$ cat src/rtl/spi_slave_rx_if.sv
// Serial-side bundle of the receive-only SPI slave: pin inputs plus the parallel result.
interface spi_slave_rx_if #(
  parameter int DATA_WIDTH = 8
);
  logic                  mosi;
  logic                  cs;
  logic [DATA_WIDTH-1:0] data;
  logic                  done;

  modport master (output mosi, cs, input data, done);
  modport slave  (input mosi, cs, output data, done);
endinterface

$ cat src/rtl/spi_slave_rx.sv
// Receive-only SPI slave clocked by sclk; assembles DATA_WIDTH bits per cs-low frame.
//   state | meaning
//   IDLE  | no frame in progress; first low-cs edge samples bit 0
//   SHIFT | frame in progress; bits 1..DATA_WIDTH-1 being collected
module spi_slave_rx #(
  parameter int DATA_WIDTH = 8,
  parameter bit MSB_FIRST  = 1'b1
) (
  input logic           sclk,
  input logic           rst,
  spi_slave_rx_if.slave bus
);
  localparam int CNT_W = (DATA_WIDTH > 2) ? $clog2(DATA_WIDTH) : 1;

  typedef enum logic {IDLE, SHIFT} state_t;

  state_t                state;
  logic [CNT_W-1:0]      bit_cnt;
  logic [DATA_WIDTH-1:0] shift_reg;
  logic [DATA_WIDTH-1:0] shift_next;
  logic [DATA_WIDTH-1:0] data_q;
  logic                  done_q;

  // Exactly DATA_WIDTH shifts per frame flush any bits left over from the previous word.
  always_comb begin
    shift_next = shift_reg;
    if (MSB_FIRST) shift_next = {shift_reg[DATA_WIDTH-2:0], bus.mosi};
    else           shift_next = {bus.mosi, shift_reg[DATA_WIDTH-1:1]};
  end

  always_ff @(posedge sclk) begin
    if (rst) begin
      state     <= IDLE;
      bit_cnt   <= '0;
      shift_reg <= '0;
      data_q    <= '0;
      done_q    <= 1'b0;
    end else begin
      done_q <= 1'b0;
      case (state)
        IDLE: begin
          if (!bus.cs) begin
            shift_reg <= shift_next;
            bit_cnt   <= CNT_W'(1);
            state     <= SHIFT;
          end
        end
        SHIFT: begin
          if (bus.cs) begin
            bit_cnt <= '0;
            state   <= IDLE;
          end else if (bit_cnt == CNT_W'(DATA_WIDTH - 1)) begin
            shift_reg <= shift_next;
            data_q    <= shift_next;
            done_q    <= 1'b1;
            bit_cnt   <= '0;
            state     <= IDLE;
          end else begin
            shift_reg <= shift_next;
            bit_cnt   <= bit_cnt + CNT_W'(1);
          end
        end
        default: begin
          bit_cnt <= '0;
          state   <= IDLE;
        end
      endcase
    end
  end

  assign bus.data = data_q;
  assign bus.done = done_q;
endmodule

$ cat src/flat_wrapper.sv
// flat-port wrapper written by rule: the top's interface ports become plain ports
module spi_slave_rx_flat 
#(
  parameter int DATA_WIDTH = 8,
  parameter bit MSB_FIRST  = 1'b1
)
  (sclk, rst, bus_mosi, bus_cs, bus_data, bus_done);
  spi_slave_rx_if #(.DATA_WIDTH(DATA_WIDTH)) bus_i ();
  input logic sclk;
  input logic rst;
  input wire logic [$bits(bus_i.mosi)-1:0] bus_mosi;
  input wire logic [$bits(bus_i.cs)-1:0] bus_cs;
  output wire logic [$bits(bus_i.data)-1:0] bus_data;
  output wire logic [$bits(bus_i.done)-1:0] bus_done;
  assign bus_i.mosi = bus_mosi;
  assign bus_i.cs = bus_cs;
  assign bus_data = bus_i.data;
  assign bus_done = bus_i.done;
  spi_slave_rx #(.DATA_WIDTH(DATA_WIDTH), .MSB_FIRST(MSB_FIRST)) u_core (.sclk(sclk), .rst(rst), .bus(bus_i));
endmodule
$ cat config.mk
export PLATFORM = sky130hd
export DESIGN_NAME = spi_slave_rx_flat
export DESIGN_NICKNAME = d
export VERILOG_FILES = /design/src/rtl/spi_slave_rx_if.sv /design/src/rtl/spi_slave_rx.sv /design/src/flat_wrapper.sv
export SDC_FILE = /design/constraint.sdc
export NUM_CORES = 1
export LEC_CHECK = 0
export ABC_AREA = 1
export CORE_MARGIN = 2
export CORE_UTILIZATION = 38
export CTS_BUF_LIST = sky130_fd_sc_hd__clkbuf_4 sky130_fd_sc_hd__clkbuf_8 sky130_fd_sc_hd__clkbuf_16
export DETAILED_ROUTE_END_ITERATION = 8
export PLACE_DENSITY = 0.6
export REMOVE_ABC_BUFFERS = 1
export SLEW_MARGIN = 20
export SYNTH_ARGS = -nofsm -noshare
export SYNTH_HDL_FRONTEND = slang
export SYNTH_SLANG_ARGS = --single-unit
$ cat constraint.sdc
create_clock -name sclk -period 1.6 [get_ports sclk]
set_input_delay 0.32 -clock sclk [delete_from_list [all_inputs] [get_ports sclk]]
set_output_delay 0.32 -clock sclk [all_outputs]
set_load 0.01 [all_outputs]
-- After elaboration in Yosys (flattened, before gate mapping)
Cells that the tools add are included.
- $add $sub $neg: 1
- multiply operators: 0
- div/mod/pow operators: 0
- order comparisons: 0
- eq/ne operators: 2
- shift-type cells: 0
- muxes and demuxes: 10
- bitwise operators: 2
- reductions and logical operators: 2
- operators by type and width (kind ; count):
    two-way mux 3 bit ; 3
    two-way mux 7 bit ; 1
    one-hot mux 3 bit (2 select lines) ; 1
    two-way mux 1 bit ; 4
    adder 3 x 1 -> 3 bit, second input constant ; 1
    equality test 3 bit, second input constant ; 1
    AND reduction 3 bit ; 1
    OR reduction 3 bit ; 1
    != test 2 bit, second input constant ; 1
    inverter 1 bit ; 2
    one-hot mux 1 bit (2 select lines) ; 1
- register bits after elaboration: 20
- bits in latches: 0
- memory bits (writable): 0
- memory bits (read-only): 0
- input port bits: 4
- output and inout port bits: 9
- word-level logic and storage cells: 22
- memories: 0

-- Logic depth before layout (Yosys ltp)
- depth after elaboration: 4
- gate-level depth with buffers: 7
- gate-level depth less buffers: 6

-- Worst setup path after synthesis
Ideal clock, no wire load.
- path kind: flip-flop to flip-flop
- start point: register u_core.bit_cnt[0]
- end point: register u_core.data_q[7], in the netlist u_core.bus.data[7]
- library setup time: 0.114 ns
- data arrival time: 1.084 ns
- required time: 1.486 ns
- path slack: 0.402 ns
- cell stages (with the launch flop): 8
- path buffers: 1
- period minus slack after synthesis: 1.198 ns
- cells stage by stage: dfxtp_1 ha_1 ha_1 nand3_2 buf_6 nand2_1 nand2_1 nor2_2
- word-level cells in the longest chain between the ends: 2
- RTL lines (item ; RTL line ; text):
    from (decl) ; spi_slave_rx.sv:18 ; logic [CNT_W-1:0] bit_cnt;
    from (signal assigned) ; spi_slave_rx.sv:60 ; bit_cnt <= bit_cnt + CNT_W'(1);
    equality test 3 bit ; spi_slave_rx.sv:52 ; end else if (bit_cnt == CNT_W'(DATA_WIDTH - 1)) begin
    AND reduction 3 bit (no source line) ; -- ;
    to (signal assigned) ; spi_slave_rx.sv:54 ; data_q <= shift_next;
    to (decl) ; spi_slave_rx.sv:21 ; logic [DATA_WIDTH-1:0] data_q;
No other way between the ends.
A chain may end at the register's enable or synchronous reset.

-- Worst setup path in the final report
- start point: register u_core.data_q[0], in the netlist u_core.bus.data[0]
- end point: output bus_data[0]
- RTL lines (item ; RTL line ; text):
    to (decl) ; flat_wrapper.sv:13 ; output wire logic [$bits(bus_i.data)-1:0] bus_data;
No word-level cell between the ends.

==> impl_metrics.py <==
metrics = {
    "worst_hold_path": {
        "hold_path_depth": 2,
        "hp-class": "register to register",
    },
    "setup_path": {
        "start_kind": "register",
        "crit_fanout": 2,
        "r2r_cells": 6,
        "cp_top_family": "buffers and inverters",
        "critPathKind": "register to output port",
        "worstSetupEndpointType": "output port",
        "cp_cell_sequence": "clkdlybuf4s50_1",
        "crit_cells": 1,
        "cp.arrival_ps": 1170,
        "path_buf_inv": 1,
        "cp_slowest_cell": "clkdlybuf4s50_1",
        "crit_required_ps": 1280,
        "cpPeakStageDelay_ps": 540,
    },
    "logic_synthesis": {
        "synth_area_um2": 760.7,
        "yosys_warnings": 0,
        "synthFlopType": "dfxtp_1",
        "yosys-top-cells-count": "dfxtp_1 (20), nand2_1 (20), nor2_1 (19)",
        "ys_async_sr_fraction_pct": 0,
        "synth_edf_count": 0,
        "synth_area_per_cell_um2": 7.924,
        "ys_top_cells_by_area": "dfxtp_1 (53%), nand2_1 (9.9%), nor2_1 (9.4%)",
        "ys_seq_area_share_pct": 52.63,
        "synth_top_area_share_pct": 52.63,
        "synth_cells": 96,
        "synthDistinctLibCells": 16,
        "synth-seq-cells": 20,
        "post-synth-top-area-cell": "dfxtp_1",
    },
    "clocking": {
        "htreeDepth": 1,
        "clk_pin_slew_worst_paths_ps": 100,
        "cts.sinks": 20,
        "cts_resized": 0,
        "cts_setup_buffers": 0,
        "insertion_delay_ps": 280,
        "postCtsHoldBufs": 0,
        "cts_tree": "done",
        "clock_path_buffers": 2,
        "cts-root-buf": "clkbuf_4",
        "cts_buffers": 3,
    },
    "drt": {
        "ant_nets": 0,
        "drcViolationCount": 0,
        "drt_pass1_iterations": 4,
        "vias": 636,
        "drt_first_iter_violations": 4,
        "drt_wl_total_um": 1361,
        "vias_per_cell": 4.642,
        "wl_per_cell_um": 9.934,
    },
    "sta": {
        "relSlewSlack_pct": 82.21,
        "timing.final.crit_share_pct": 93.09,
        "worst_slack_ps": 110.6,
        "worst_slew_pin_slew_ps": 266.6,
        "fin_skew_ps": 4.134,
        "drv_slew": 0,
        "grt_setup_unrepaired": "false",
        "hold_viol": 0,
        "clock.fmax_ghz": 0.6714,
        "final.setup.tns_ps": 0,
        "setup_viol": 0,
        "finalCriticalPeriod_ps": 1489,
    },
    "place": {
        "dp_hpwl_um": 1023,
        "port_buffers": 12,
        "place_ws_ps": 91.84,
        "place_congestion": 0.7210,
    },
    "floorplanning": {
        "num_rows": 16,
        "core_area_um2": 1922,
        "dieArea_um2": 2376,
        "io_pins": 13,
        "die_h_um": 48.74,
        "die_w_um": 48.74,
        "start_util_pct": 39.58,
    },
    "status": {
        "outcome": "finished clean",
    },
    "power_and_ir_drop": {
        "peakVddDrop_v": 0.0004622,
        "power_density_nw_per_um2": 907.2,
        "leakage_nw": 0.4227,
    },
    "layout": {
        "drive_gt1_share_pct": 11.82,
        "antenna_cells": 0,
        "fin_util_pct": 48.76,
        "syn2layout_area_growth_pct": 23.19,
        "nets": 117,
        "largest_reg_flops": 8,
    },
    "job": {
        "drv_cap": 0,
    },
    "global_route": {
        "grt_max_degree": 18,
        "grt_pass1_wl_um": 2352,
        "overflow": 0,
        "antenna_found_initial": 0,
        "track_usage_pct": 12.38,
        "first_global_vias": 577,
    },
}
[power breakdown]
group | switching, mW | internal (mW) | leakage (nW)
Clock | 0.133 | 0.138 | 0.0210
Combinational | 0.0307 | 0.0225 | 0.239
Sequential | 0.0124 | 0.513 | 0.163
[per-layer routing]
layer | vias up | share of wire [%] | GRT usage [%]
met5 | - | 0 | 0
met4 | 0 | 1.0 | 5.714
met1 | 295 | 45 | 15.20
met2 | 9 | 51 | 21.23
met3 | 2 | 3.0 | 1.852
li1 | 330 | - | -
[cell families after synthesis]
logic type | count (synthesis) | share of synthesized area, %
AND/OR/NAND/NOR | 53 | 30.26
flip-flops | 20 | 52.63
buffers and inverters | 11 | 7.238
AO/OA/AOI/OAI | 10 | 6.579
adder cells (fa/ha/maj) | 2 | 3.289
[final timing paths]
| kind | start | endpoint | slack [ps] |
|---|---|---|---|
| max | u_core.bus.data[0] | bus_data[0] | 110 |
| min reg2reg | u_core.shift_reg[3] | u_core.bus.data[4] | 470 |
| min | u_core.shift_reg[3] | u_core.bus.data[4] | 470 |
| max reg2reg | u_core.bit_cnt[0] | u_core.bus.data[3] | 150 |
[cells in the final DEF, fill, tap and decap left out, drive strengths merged]
| master | n |
|---|---|
| a21oi | 2 |
| buf | 2 |
| clkbuf | 4 |
| clkdlybuf4s50 | 12 |
| clkinv | 2 |
| dfxtp | 20 |
| ha | 2 |
| inv | 5 |
| nand2 | 20 |
| nand3 | 11 |
| nor2 | 22 |
| o21ai | 8 |
[cell type report]
cell class              instances  area [µm²]
repair buffers                 14       135.1
flip-flops and latches         20       400.4
clock buffers                   4       36.28
well taps                      27       33.78
fillers                       205       984.7
inverters                       7       26.28
multi-input cells              65       305.3
[through the flow]
step | area, µm² | power [mW] | std cells | hold WS (ps)
2_1_floorplan | 732.0 | 0.5633 | 92 | 389.1
3_3_place_gp | 900.9 | 0.5888 | 133 | 455.3
3_5_place_dp | 900.9 | 0.5906 | 133 | 456.9
4_1_cts | 937.1 | 0.8706 | 137 | 474.1
5_1_grt | 937.1 | 0.8967 | 137 | 490.9
6_report | 937.1 | 0.8502 | 137 | 470.6
Note: power is estimated with default switching activity, not from simulation.
